===== src/rtl/tick_timer.sv =====
// Programmable countdown timer over the us/ms/sec tick pulses (or raw clk_200 cycles),
// with one-shot or auto-reload operation and a saturating count of periodic expiries.
module tick_timer #(
    parameter int CNT_W  = 16,
    parameter int PCNT_W = 8
) (
    input  logic              clk_200,
    input  logic              reset,
    input  logic              us_tick,
    input  logic              ms_tick,
    input  logic              sec_tick,
    input  logic              start,
    input  logic              stop,
    input  logic [1:0]        tb_sel,
    input  logic [CNT_W-1:0]  load_val,
    input  logic              periodic,
    output logic              busy,
    output logic              expire,
    output logic              start_err,
    output logic [CNT_W-1:0]  remaining,
    output logic [PCNT_W-1:0] period_cnt
);

    typedef enum logic {IDLE, RUN} state_t;

    state_t              state, state_nxt;
    logic [1:0]          tb_sel_q, tb_sel_nxt;
    logic [CNT_W-1:0]    load_q, load_nxt;
    logic                periodic_q, periodic_nxt;
    logic                busy_nxt, expire_nxt, start_err_nxt;
    logic [CNT_W-1:0]    remaining_nxt;
    logic [PCNT_W-1:0]   period_cnt_nxt;
    logic                sel_tick;

    // Timebase is taken from the value latched at start, not the live input.
    always_comb begin
        sel_tick = 1'b0;
        case (tb_sel_q)
            2'b00:   sel_tick = us_tick;
            2'b01:   sel_tick = ms_tick;
            2'b10:   sel_tick = sec_tick;
            default: sel_tick = 1'b1;
        endcase
    end

    always_comb begin
        state_nxt      = state;
        tb_sel_nxt     = tb_sel_q;
        load_nxt       = load_q;
        periodic_nxt   = periodic_q;
        busy_nxt       = busy;
        expire_nxt     = 1'b0;
        start_err_nxt  = 1'b0;
        remaining_nxt  = remaining;
        period_cnt_nxt = period_cnt;

        case (state)
            IDLE: begin
                if (start) begin
                    if (load_val != '0) begin
                        tb_sel_nxt     = tb_sel;
                        load_nxt       = load_val;
                        periodic_nxt   = periodic;
                        remaining_nxt  = load_val;
                        period_cnt_nxt = '0;
                        busy_nxt       = 1'b1;
                        state_nxt      = RUN;
                    end else begin
                        start_err_nxt  = 1'b1;
                    end
                end
            end
            RUN: begin
                // stop wins even over the expiring tick
                if (stop) begin
                    busy_nxt  = 1'b0;
                    state_nxt = IDLE;
                end else if (sel_tick) begin
                    if (remaining == CNT_W'(1)) begin
                        expire_nxt = 1'b1;
                        if (periodic_q) begin
                            remaining_nxt = load_q;
                            if (period_cnt != '1)
                                period_cnt_nxt = period_cnt + PCNT_W'(1);
                        end else begin
                            remaining_nxt = '0;
                            busy_nxt      = 1'b0;
                            state_nxt     = IDLE;
                        end
                    end else begin
                        remaining_nxt = remaining - CNT_W'(1);
                    end
                end
            end
            default: state_nxt = IDLE;
        endcase
    end

    always_ff @(posedge clk_200) begin
        if (reset) begin
            state      <= IDLE;
            tb_sel_q   <= '0;
            load_q     <= '0;
            periodic_q <= 1'b0;
            busy       <= 1'b0;
            expire     <= 1'b0;
            start_err  <= 1'b0;
            remaining  <= '0;
            period_cnt <= '0;
        end else begin
            state      <= state_nxt;
            tb_sel_q   <= tb_sel_nxt;
            load_q     <= load_nxt;
            periodic_q <= periodic_nxt;
            busy       <= busy_nxt;
            expire     <= expire_nxt;
            start_err  <= start_err_nxt;
            remaining  <= remaining_nxt;
            period_cnt <= period_cnt_nxt;
        end
    end

endmodule

===== config.mk =====
export PLATFORM = sky130hd
export DESIGN_NAME = tick_timer
export DESIGN_NICKNAME = d
export VERILOG_FILES = /design/src/rtl/tick_timer.sv
export SDC_FILE = /design/constraint.sdc
export NUM_CORES = 1
export LEC_CHECK = 0
export CELL_PAD_IN_SITES_DETAIL_PLACEMENT = 2
export CELL_PAD_IN_SITES_GLOBAL_PLACEMENT = 2
export CORE_UTILIZATION = 34
export CTS_BUF_LIST = sky130_fd_sc_hd__clkbuf_2 sky130_fd_sc_hd__clkbuf_4 sky130_fd_sc_hd__clkbuf_8
export CTS_CLUSTER_DIAMETER = 40
export DETAILED_ROUTE_END_ITERATION = 6
export HOLD_SLACK_MARGIN = 0.08
export PLACE_DENSITY = 0.95
export RECOVER_POWER = 25
export SLEW_MARGIN = 20
export SYNTH_ARGS = -nofsm -noshare
export SYNTH_HDL_FRONTEND = slang
export SYNTH_SLANG_ARGS = --single-unit
export TNS_END_PERCENT = 50

===== constraint.sdc =====
create_clock -name clk_200 -period 5.2 [get_ports clk_200]
set_clock_uncertainty 0.2 [all_clocks]
set_input_delay 0.78 -clock clk_200 [delete_from_list [all_inputs] [get_ports clk_200]]
set_output_delay 0.78 -clock clk_200 [all_outputs]
set_load 0.02 [all_outputs]

==> results.json, run 1 <==
{
  "status": "finished clean",
  "critical-path-max-stage-delay_ns": 0.69,
  "antenna_cells": 0,
  "ff_latch_area_sq_um": 941,
  "core_area_sq_mm": 0.00733,
  "cts-root-buf": "clkbuf_8",
  "syn-num-nets": 334,
  "r2r-end": "remaining[14]",
  "final_core_util_pct": 44.6,
  "irDropWorstVdd_mv": 0.113,
  "min_path_cells": 2,
  "cts_tree": "done",
  "dieHeight_um": 89.8,
  "finalWirelength_mm": 9.49,
  "min-delay-start": "period_cnt[5]",
  "clk_path_buf_depth": 2,
  "cts_buffers": 5,
  "r2r_cells": 5,
  "gp_congestion": 0.813,
  "required_ns": 5.19,
  "synth-async-reset-ratio_pct": 0,
  "crit_path_end_kind": "register",
  "worst-path-buf-inv": 2,
  "final-hold-violation-count": 0,
  "setup_viol": 0,
  "ctsResizeCount": 0,
  "hold_buffers": 0,
  "dieArea_sq_mm": 0.00806,
  "drt_iter0_drc": 203,
  "gr-usage-all-layers_pct": 24.5,
  "min_path_type": "register to register",
  "worst-endpoint-arrival_ns": 3.63,
  "start_kind": "input port",
  "htreeDepth": 2,
  "yosys-top-cells-area": "dfxtp_1 36%, mux2i_1 6.9%, nor2_1 5.7%",
  "powerDensity_mw_per_mm2": 276,
  "initial_core_util_pct": 35.7,
  "post_cts_buffers": 0,
  "nFillCells": 812,
  "yosysWarningCount": 0,
  "wl_per_cell_um": 21.2,
  "setup_slack_ns": 1.56,
  "max_freq_mhz": 275,
  "yosysTopAreaCell": "dfxtp_1",
  "globalRoute.totalOverflow": 0,
  "syn_area_sq_mm": 0.00262,
  "synth_top_area_share_pct": 35.9,
  "post-route-drc-count": 0,
  "cap_viol_max_count": 0,
  "tns_ns": 0,
  "fin_crit_sh_pct": 70.0,
  "slew_headroom_pct": 20.8,
  "ys_ff_latch": 47,
  "first_pass_iters": 4,
  "dp_hpwl_mm": 6.88,
  "rr_startpoint": "remaining[2]",
  "grt_antenna_before_repair": 0,
  "port-buffer-count": 52,
  "synth.most_common_cell": "dfxtp_1",
  "slew_violations": 0,
  "grt_pass1_wl_mm": 15.6,
  "synth_commonest_cells": "47 x dfxtp_1, 40 x nor2_1, 25 x a21oi_1",
  "die_x_um": 89.8,
  "syn-mean-instance-area_sq_um": 8.59,
  "synth_edf_count": 0,
  "rsz0062_at_grt": "no",
  "min_period_ns": 3.64,
  "grt_start_max_net_pins": 49,
  "multi_input_comb_area_sq_mm": 0.00153,
  "clkTransAtPathRegs_ns": 0.09,
  "fin_nets": 377,
  "rows": 31,
  "path_cells": "dlygate4sd3_1 > nor4_1 > a41oi_2 > buf_4 > nand2b_1 > o21ai_0 > a21oi_1",
  "pre_cts_ws_ns": 1.44,
  "clk_latency_ns": 0.31,
  "critPathMaxFanout": 27,
  "vias": 2672,
  "ys.flop_type": "dfxtp_1",
  "grt_pass1_vias": 2940,
  "viasPerCell": 5.96,
  "area_growth_syn_to_layout_pct": 24.8,
  "worst_pin_slew_ns": 1.18,
  "synth_cell_types": 62,
  "critPathSlowestCell": "nor4_1",
  "r2r_slack_ns": 1.68,
  "hold_end": "period_cnt[5]",
  "crit_type": "input port to register",
  "seq_area_frac_synth_pct": 35.9,
  "critPathTopFamily": "simple AND/OR/NAND/NOR gates",
  "ios": 53,
  "synthCells": 305,
  "ant_nets": 0,
  "p_leak_nw": 1.19,
  "cts_sinks": 47,
  "layout-drive-gt1-share_pct": 8.60
}
layout by cell type, fill, tap and decap left out, types with 5 or more instances in the layout:
cell and instances:
or3_1 9, nand2_1 8, mux2i_1 18, nor4_1 5, clkbuf_8 5, dfxtp_1 47, nor2_1 40, o21ai_0 12
inv_1 9, nand3_1 10, nor3_1 10, dlygate4sd3_1 17, a21oi_1 25, or4_1 5, a211oi_1 8, o31ai_1 6
clkdlybuf4s50_1 35
cells by family (layout without fill, tap and decap cells):
group	after synthesis	in the layout	share of synthesized area (%)
DFF	47	47	35.9
adders and majority gates	3	3	1.43
buffers and inverters	29	73	5.16
AOI/OAI and AO/OA	83	83	22.7
and+or+nand+nor	118	118	25.5
muxes	19	19	7.31
xor gates and xnor gates	6	6	2.01
layer usage:
layer  wire [um]  vias to the layer above  global-route usage, %
met4         303                        0                   10.4
li1            -                     1225                      -
met1        3920                     1331                   29.9
met5           0                        -                      0
met2        4720                       92                   42.2
met3         557                       24                   4.15
power by group:
part           internal [mW]  switching (mW)  total, mW  leakage (nW)
clock network          0.105           0.129      0.234        0.0491
logic                  0.103           0.144      0.247         0.754
registers              0.383          0.0382      0.421         0.386
total                  0.591           0.311      0.902          1.19
final cells by class:
type	count	share of cell area (%)
Multi-Input combinational cell	229	46.8
Sequential cell	47	28.8
Timing Repair Buffer	56	16.8
Tap cell	99	3.79
Clock buffer	7	2.56
Inverter	9	1.03
Clock inverter	1	0.153
sequential cells by signal, summed over array words and instances, names as in the netlist, 2 cells and up:
signal	cells
load_q	16
period_cnt	8
remaining	16
tb_sel_q	2
metrics by stage:
stage | area (sq um) | instances | power [mW] | hold WS, ns
2_1_floorplan | 2620 | 305 | 0.572 | 0.260
6_report | 3270 | 448 | 0.902 | 0.301
3_5_place_dp | 3190 | 440 | 0.674 | 0.291
3_3_place_gp | 3190 | 440 | 0.658 | 0.274
4_1_cts | 3280 | 448 | 0.909 | 0.315
5_1_grt | 3270 | 448 | 0.944 | 0.328
worst max path at each step:
stage,start,to,slack [ns],cells past startpoint
6_report,load_val[4],remaining[13],1.56,7
3_3_place_gp,load_val[4],remaining[15],1.46,7
5_1_grt,load_val[4],remaining[2],1.48,8
2_1_floorplan,remaining[0],period_cnt[5],2.61,6
4_1_cts,load_val[4],remaining[3],1.76,8
3_5_place_dp,load_val[4],remaining[3],1.44,8
tightest hold or removal path, delay by kind of cell (launching register included):
kind            cells  cell delay, ns
flops               1            0.34
compound gates      2            0.13
No activity file was read; power rests on OpenSTA's default activity.
==> run 2, diff against run 1 <==
--- a/config.mk
+++ b/config.mk
@@ -7,12 +7,12 @@
 export LEC_CHECK = 0
 export CELL_PAD_IN_SITES_DETAIL_PLACEMENT = 2
 export CELL_PAD_IN_SITES_GLOBAL_PLACEMENT = 2
-export CORE_UTILIZATION = 34
+export CORE_UTILIZATION = 28
 export CTS_BUF_LIST = sky130_fd_sc_hd__clkbuf_2 sky130_fd_sc_hd__clkbuf_4 sky130_fd_sc_hd__clkbuf_8
 export CTS_CLUSTER_DIAMETER = 40
 export DETAILED_ROUTE_END_ITERATION = 6
 export HOLD_SLACK_MARGIN = 0.08
-export PLACE_DENSITY = 0.95
+export PLACE_DENSITY = 0.86
 export RECOVER_POWER = 25
 export SLEW_MARGIN = 20
 export SYNTH_ARGS = -nofsm -noshare
==> constraint.sdc (replaced) <==
create_clock -name clk_200 -period 3 [get_ports clk_200]
set_clock_uncertainty 0.2 [all_clocks]
set_input_delay 0.45 -clock clk_200 [delete_from_list [all_inputs] [get_ports clk_200]]
set_output_delay 0.45 -clock clk_200 [all_outputs]
set_load 0.02 [all_outputs]
==> results.json, run 2 (synthesis gave the netlist of run 1 again) <==
{
  "tns_ns": 0,
  "port-buffer-count": 52,
  "max_freq_mhz": 377,
  "clk_path_buf_depth": 2,
  "worst-endpoint-arrival_ns": 2.68,
  "first_pass_iters": 4,
  "grt_pass1_vias": 2963,
  "cts_sinks": 47,
  "gr-usage-all-layers_pct": 20.9,
  "gp_congestion": 0.829,
  "antenna_cells": 0,
  "reg_top3": "load_q x16, remaining x16, period_cnt x8",
  "slew_violations": 0,
  "dr_wl_met3_um": 449,
  "top_layer": "met4",
  "grt_start_max_net_pins": 26,
  "post-route-drc-count": 0,
  "powerDensity_mw_per_mm2": 462,
  "finalInstanceArea_sq_mm": 0.00343,
  "dieHeight_um": 98.7,
  "vias": 2676,
  "ios": 53,
  "min_path_type": "register to register",
  "dp_hpwl_mm": 7.18,
  "hold_buffers": 0,
  "core_area_sq_mm": 0.00889,
  "r2r_slack_ns": 0.40,
  "start_kind": "input port",
  "wl_met2_mm": 4.65,
  "grt_antenna_before_repair": 0,
  "rows": 34,
  "final_cell_mix": "47 x dfxtp_1, 40 x nor2_1, 35 x clkdlybuf4s50_1, 25 x a21oi_1, 22 x buf_4",
  "drt_iter0_drc": 105,
  "rsz0062_at_grt": "no",
  "critPathMaxFanout": 24,
  "pre_cts_ws_ns": 0.140,
  "final-hold-violation-count": 0,
  "area_growth_syn_to_layout_pct": 30.8,
  "path_cells": "dlygate4sd3_1 > nor4_1 > a41oi_2 > buf_4 > or2_2 > a21oi_1",
  "htreeDepth": 2,
  "viasPerCell": 5.65,
  "post_cts_buffers": 0,
  "finalWirelength_mm": 9.66,
  "final_core_util_pct": 38.5,
  "cts_buffers": 5,
  "drt-met1-wl_mm": 4.40,
  "crit_path_end_kind": "register",
  "die_x_um": 98.7,
  "critical-path-max-stage-delay_ns": 0.58,
  "ant_nets": 0,
  "dieArea_sq_mm": 0.00974,
  "setup_viol": 0,
  "min_period_ns": 2.65,
  "irDropWorstVdd_mv": 0.150,
  "grt_pass1_wl_mm": 16.0,
  "cap_viol_max_count": 0,
  "required_ns": 3.03,
  "cts_tree": "done",
  "ctsResizeCount": 0,
  "fin_crit_sh_pct": 88.4,
  "layout-drive-gt1-share_pct": 13.1,
  "setup_slack_ns": 0.349,
  "clkTransAtPathRegs_ns": 0.09,
  "critPathSlowestCell": "dlygate4sd3_1",
  "worst_pin_slew_ns": 0.679,
  "cts-root-buf": "clkbuf_8",
  "postPlaceCellArea_sq_mm": 0.00334,
  "p_leak_nw": 1.28,
  "crit_type": "input port to register",
  "slew_headroom_pct": 54.6,
  "final_common_cell": "dfxtp_1",
  "status": "finished clean",
  "wl_per_cell_um": 20.4,
  "globalRoute.totalOverflow": 0,
  "nFillCells": 991,
  "clk_latency_ns": 0.30,
  "total_power_mw": 1.58,
  "initial_core_util_pct": 29.5,
  "fin_nets": 395
}
-- run 2: area by class of cell --
type / instances / area [sq um] / share of cell area [%]
clock inverter: 1 / 5.00 / 0.146
tap: 108 / 135 / 3.94
sequential: 47 / 941 / 27.5
clock buffer: 6 / 82.6 / 2.41
inverter: 9 / 33.8 / 0.986
multi-input combinational: 229 / 1540 / 45.0
timing repair buffer: 74 / 686 / 20.0
-- run 2: metrics by stage --
stage / cells / hold slack (ns)
floorplan: 305 / 0.260
global placement: 467 / 0.274
detailed placement: 467 / 0.300
CTS: 474 / 0.317
global route: 474 / 0.353
finish: 474 / 0.311
-- run 2: per-layer routing --
metal  vias to the layer above  GRT usage [%]
li1                       1261              -
met1                      1323           26.8
met2                        79           35.8
met3                        13           3.26
met4                         0           7.35
met5                         -              0
-- run 2: worst paths after layout --
| kind | from | end | depth (start not counted) |
|---|---|---|---|
| setup / recovery | load_val[8] | period_cnt[3] | 6 |
| hold / removal | period_cnt[5] | period_cnt[5] | 2 |
| setup reg to reg | remaining[1] | period_cnt[5] | 7 |
| hold reg to reg | period_cnt[5] | period_cnt[5] | 2 |
-- run 2: power by group --
group | total (mW) | internal, mW | switching, mW
Sequential | 0.720 | 0.664 | 0.0558
Combinational | 0.461 | 0.200 | 0.261
Clock | 0.403 | 0.182 | 0.222
-- run 2: worst max-delay path: cells and delay by family --
family | cells | cell delay, ns
buf+inv | 2 | 0.90
compound gates | 2 | 0.41
simple gates | 2 | 0.91
==> run 3, diff against run 2 <==
--- a/config.mk
+++ b/config.mk
@@ -14,6 +14,7 @@
 export HOLD_SLACK_MARGIN = 0.08
 export PLACE_DENSITY = 0.86
 export RECOVER_POWER = 25
+export SETUP_SLACK_MARGIN = 0.1
 export SLEW_MARGIN = 20
 export SYNTH_ARGS = -nofsm -noshare
 export SYNTH_HDL_FRONTEND = slang
==> results of run 3 <==
The final DEF is identical to that of run 2; final timing and power are the same.
==> RTL change 1 (settings of run 3) <==
Make the reset (`reset`) asynchronous in one clocked block.
--- a/src/rtl/tick_timer.sv
+++ b/src/rtl/tick_timer.sv
@@ -96,7 +96,7 @@
         endcase
     end
 
-    always_ff @(posedge clk_200) begin
+    always_ff @(posedge clk_200 or posedge reset) begin
         if (reset) begin
             state      <= IDLE;
             tb_sel_q   <= '0;
Function: differs if reset is asserted again (counterexample within 4 cycles, from zero or initial values and one cycle with reset high); with reset held inactive, the same outputs for 4 cycles.
==> RTL change 1 against run 3 <==
Sequential cell count unchanged. Routed wire length down 5.5%. Register-to-register slack worse by 0.06 ns. Synthesized area up 1.5%. Fmax down 0.15%. Non-clock buffer count down 7. Final area up 1.6%. Setup slack worse by 0.0041 ns.
Power is not compared: it rests on default switching activity, and its combinational part moved more than twofold at a synthesized area within 25%.
==> RTL change 1: results (changes against run 3) <==
* Min-Delay Path Depth at 2 (unchanged)
* Transition time at the pin with the least slew margin at 0.8524 ns (+0.1734 ns)
* Top Registers: load_q x16, remaining x16, period_cnt x8
* Largest delay share family, worst path: simple AND/OR/NAND/NOR gates
* Level count of the clock H-tree at 2 (unchanged)
* Reg-to-reg critical path endpoint: period_cnt[7]
* Net switching power at 0.9657 mW
* Port Buffers at 52 (unchanged)
* Sequential area share after synthesis at 44.24% (+8.3 points)
* Length in cells of the worst reg-to-reg path at 7 (unchanged)
* Nets at 393 (-0.51%)
* Most frequent cells after synthesis: 85 x sky130_fd_sc_hd__nand2_1, 47 x sky130_fd_sc_hd__dfrtp_1, 20 x sky130_fd_sc_hd__nor2_1
* Source of the critical timing path: remaining[1]
* Total routing usage reported by global routing at 19.79% (-1.1 points)
* Min Hold Slack at 0.2923 ns (-0.01850 ns)
* First-pass GRT wire length at 15,080 um (-5.4%)
* R2R Setup Slk at 0.34 ns (-0.06 ns)
* Wirelength per Cell at 18.47 um (-9.4%)
* Pin count of the biggest net entering global routing at 27 (+3.8%)
* Placed instance area at 0.003406 sq mm (+2.0%)
* Clock-pin slew on the worst setup and hold paths at 0.09 ns (about the same)
* Cell with the biggest individual delay on the critical path: sky130_fd_sc_hd__or4_1
* Total leakage power at 1.409 nW
* Post-DP HPWL at 6884 um (-4.1%)
* Antenna violations before repair at 0 (unchanged)
* Count of warnings emitted by yosys at 0 (unchanged)
* Filler Cell Count at 1,045 (+5.4%)
* Arrival time worst endpoint at 2.69 ns (about the same)
* Final setup margin at 0.3445 ns (-0.004065 ns)
* Run status: finished, final reports clean
* Detailed Route Iter0 Violations at 113 (+7.6%)
* Leading cell types by total area after synthesis: sky130_fd_sc_hd__dfrtp_1 44%, sky130_fd_sc_hd__nand2_1 12%, sky130_fd_sc_hd__nor2_1 2.8%, sky130_fd_sc_hd__o211ai_1 2.8%, sky130_fd_sc_hd__a21oi_1 2.3%
* Via count of the first global-routing pass at 2,915 (-1.6%)
* Distinct cell type count of the synthesized netlist at 51 (-18%)
* Number of vias in the routed layout at 2,606 (-2.6%)
* Worst-case clock buffer depth at 2 (unchanged)
* Last weighted congestion value of the routability-driven placer at 0.8286 (about the same)
* Peak per-stage delay on the critical path at 0.56 ns (-0.02 ns)
* Tightest Hold Check Type: reg2reg
* Cts repair resizes at 0 (unchanged)
* Post-synth ARST share at 100.0% (+100 points)
* Synth-to-Final Area Change at 30.87% (about the same)
* Share of post-route cells with drive strength above 1 at 9.589% (-3.5 points)
* Count of placed standard cells in the final layout, fillers left out at 494 (+4.2%)
* Hold Crit Endpoint: load_q[13]
* Launch instance of the worst min-delay path: load_q[13]
* Pre-CTS worst setup slack at 0.1383 ns (-0.001333 ns)
* Clock latency on the worst-skew pair at 0.31 ns
* Number of iterations in the first detailed-routing pass at 6 (+2)
* CP max FO at 11 (-54%)
-- RTL change 1: cell types whose count changed after synthesis, sizes merged, moves of 13 or more --
| cell | run 3 | this run |
|---|---|---|
| a21oi | 25 | 12 |
| dfrtp | 0 | 47 |
| mux2i | 18 | 1 |
| nand2 | 9 | 85 |
| dfxtp | 47 | 0 |
| nor2 | 40 | 21 |
-- RTL change 1: final cells by class --
type                    count  area share [%]
repair buffers             67           18.12
flip-flops and latches     47           33.80
inverters                   6          0.6472
well taps                 129           4.639
multi-input cells         237           40.24
clock buffers               7           2.409
clock inverters             1          0.1438
-- RTL change 1: layer usage --
metal	GRT usage (%)	share of wire (%)	vias to the layer above
met4	7.240	2.2	0
li1	-	-	1204
met5	0	0	-
met1	24.70	45	1328
met3	3.233	3.1	19
met2	34.46	49	55
-- RTL change 1: power by group through the flow --
stage | Clock (mW) | Combinational [mW] | Sequential (mW)
2_1_floorplan | 0 | 0.491 | 1.03
3_3_place_gp | 0 | 0.932 | 0.991
3_5_place_dp | 0 | 0.964 | 1.01
4_1_cts | 0.412 | 0.973 | 0.997
5_1_grt | 0.435 | 1.05 | 1.02
6_report | 0.402 | 0.958 | 0.994
-- RTL change 1: cell families after synthesis --
family	count (synthesis)	share of synthesized area (%)
AND/OR/NAND/NOR	150	27.48
AO/OA/AOI/OAI	66	16.75
flip-flops	47	44.24
buffers and inverters	21	3.388
XOR/XNOR	9	2.964
multiplexers	9	3.764
adder cells (fa/ha/maj)	3	1.412
==> RTL change 2 (flow settings as in run 3) <==
Without the edit above. Change the parameter `CNT_W` from 16 to 12.
--- a/src/rtl/tick_timer.sv
+++ b/src/rtl/tick_timer.sv
@@ -1,7 +1,7 @@
 // Programmable countdown timer over the us/ms/sec tick pulses (or raw clk_200 cycles),
 // with one-shot or auto-reload operation and a saturating count of periodic expiries.
 module tick_timer #(
-    parameter int CNT_W  = 16,
+    parameter int CNT_W  = 12,
     parameter int PCNT_W = 8
 ) (
     input  logic              clk_200,
Ports: changed (resized load_val and remaining); port bits go from 53 to 45. No check against the original RTL was run, so the function may have changed too.
==> RTL change 2 against run 3 <==
Synthesized area down 21%. Routed wire length fell by 23%. Sequential cell count is 8 lower. First-iteration DRC count shrank 18%. Final area shrank 19%. Fmax shrank 4.1%. Setup slack worse by 0.11 ns. Total power fell by 18%. Largest cell class unchanged.
==> RTL change 2: results (changes against run 3) <==
* Total leakage power at 1.027 nW (-20%)
* Source of the worst register-to-register timing path: remaining[2]
* First-pass GRT wire length at 12,360 um (-23%)
* Source of the critical timing path: remaining[2]
* Drt total wl at 7455 um (-23%)
* Cell with the biggest individual delay on the critical path: sky130_fd_sc_hd__or4_4
* Port Buffers at 44 (-15%)
* Met1 track utilization from global routing at 26.05% (-0.72 points)
* Post-synthesis net count at 287 (-14%)
* Last weighted congestion value of the routability-driven placer at 0.7705 (-7.1%)
* Average footprint of a synthesized cell at 7.904 sq um (-7.9%)
* Top Registers: load_q x12, remaining x12, period_cnt x8
* CP max FO at 8 (-67%)
* R2R Setup Slk at 0.24 ns (-0.16 ns)
* GRT met2 Usage at 36.72% (+0.96 points)
* Nets at 338 (-14%)
* Launch instance of the worst min-delay path: load_q[10]
* Run status: finished, final reports clean
* Total routing usage reported by global routing at 20.96% (+0.042 points)
* Min Hold Slack at 0.2635 ns (-0.04734 ns)
* Leading cell types by total area after synthesis: sky130_fd_sc_hd__dfxtp_1 38%, sky130_fd_sc_hd__nand2_1 6.5%, sky130_fd_sc_hd__nor2_1 5.1%, sky130_fd_sc_hd__nand2b_1 4.2%, sky130_fd_sc_hd__a311oi_1 3.8%
* Worst setup path end: period_cnt[7]
* Detailed Route Iter0 Violations at 86 (-18%)
* Detailed-route wire length on metal 1 at 3360 um (-24%)
* Placed cell count at 402 (-14%)
RTL change 2: through the flow:
stage,cell area (sq um),worst slack [ns]
floorplan,2071,0.1961
global placement,2696,0.2947
detailed placement,2696,0.2080
CTS,2785,0.1697
global route,2789,0.1129
finish,2789,0.2365
RTL change 2: layout make-up:
type | instances | area [sq um]
Inverter | 6 | 22.52
Fill cell | 838 | 4193
Clock buffer | 7 | 83.83
Tap cell | 96 | 120.1
Timing Repair Buffer | 60 | 560.5
Multi-Input combinational cell | 201 | 1216
Sequential cell | 39 | 780.7
Clock inverter | 1 | 5.005
RTL change 2: cell families after synthesis:
| group | Yosys count | synth area share [%] |
|---|---|---|
| compound gates | 58 | 18.91 |
| xor+xnor | 10 | 4.229 |
| fa+ha+maj | 3 | 1.813 |
| buf+inv | 22 | 4.048 |
| flops | 39 | 37.70 |
| mux | 8 | 3.928 |
| simple gates | 122 | 29.37 |
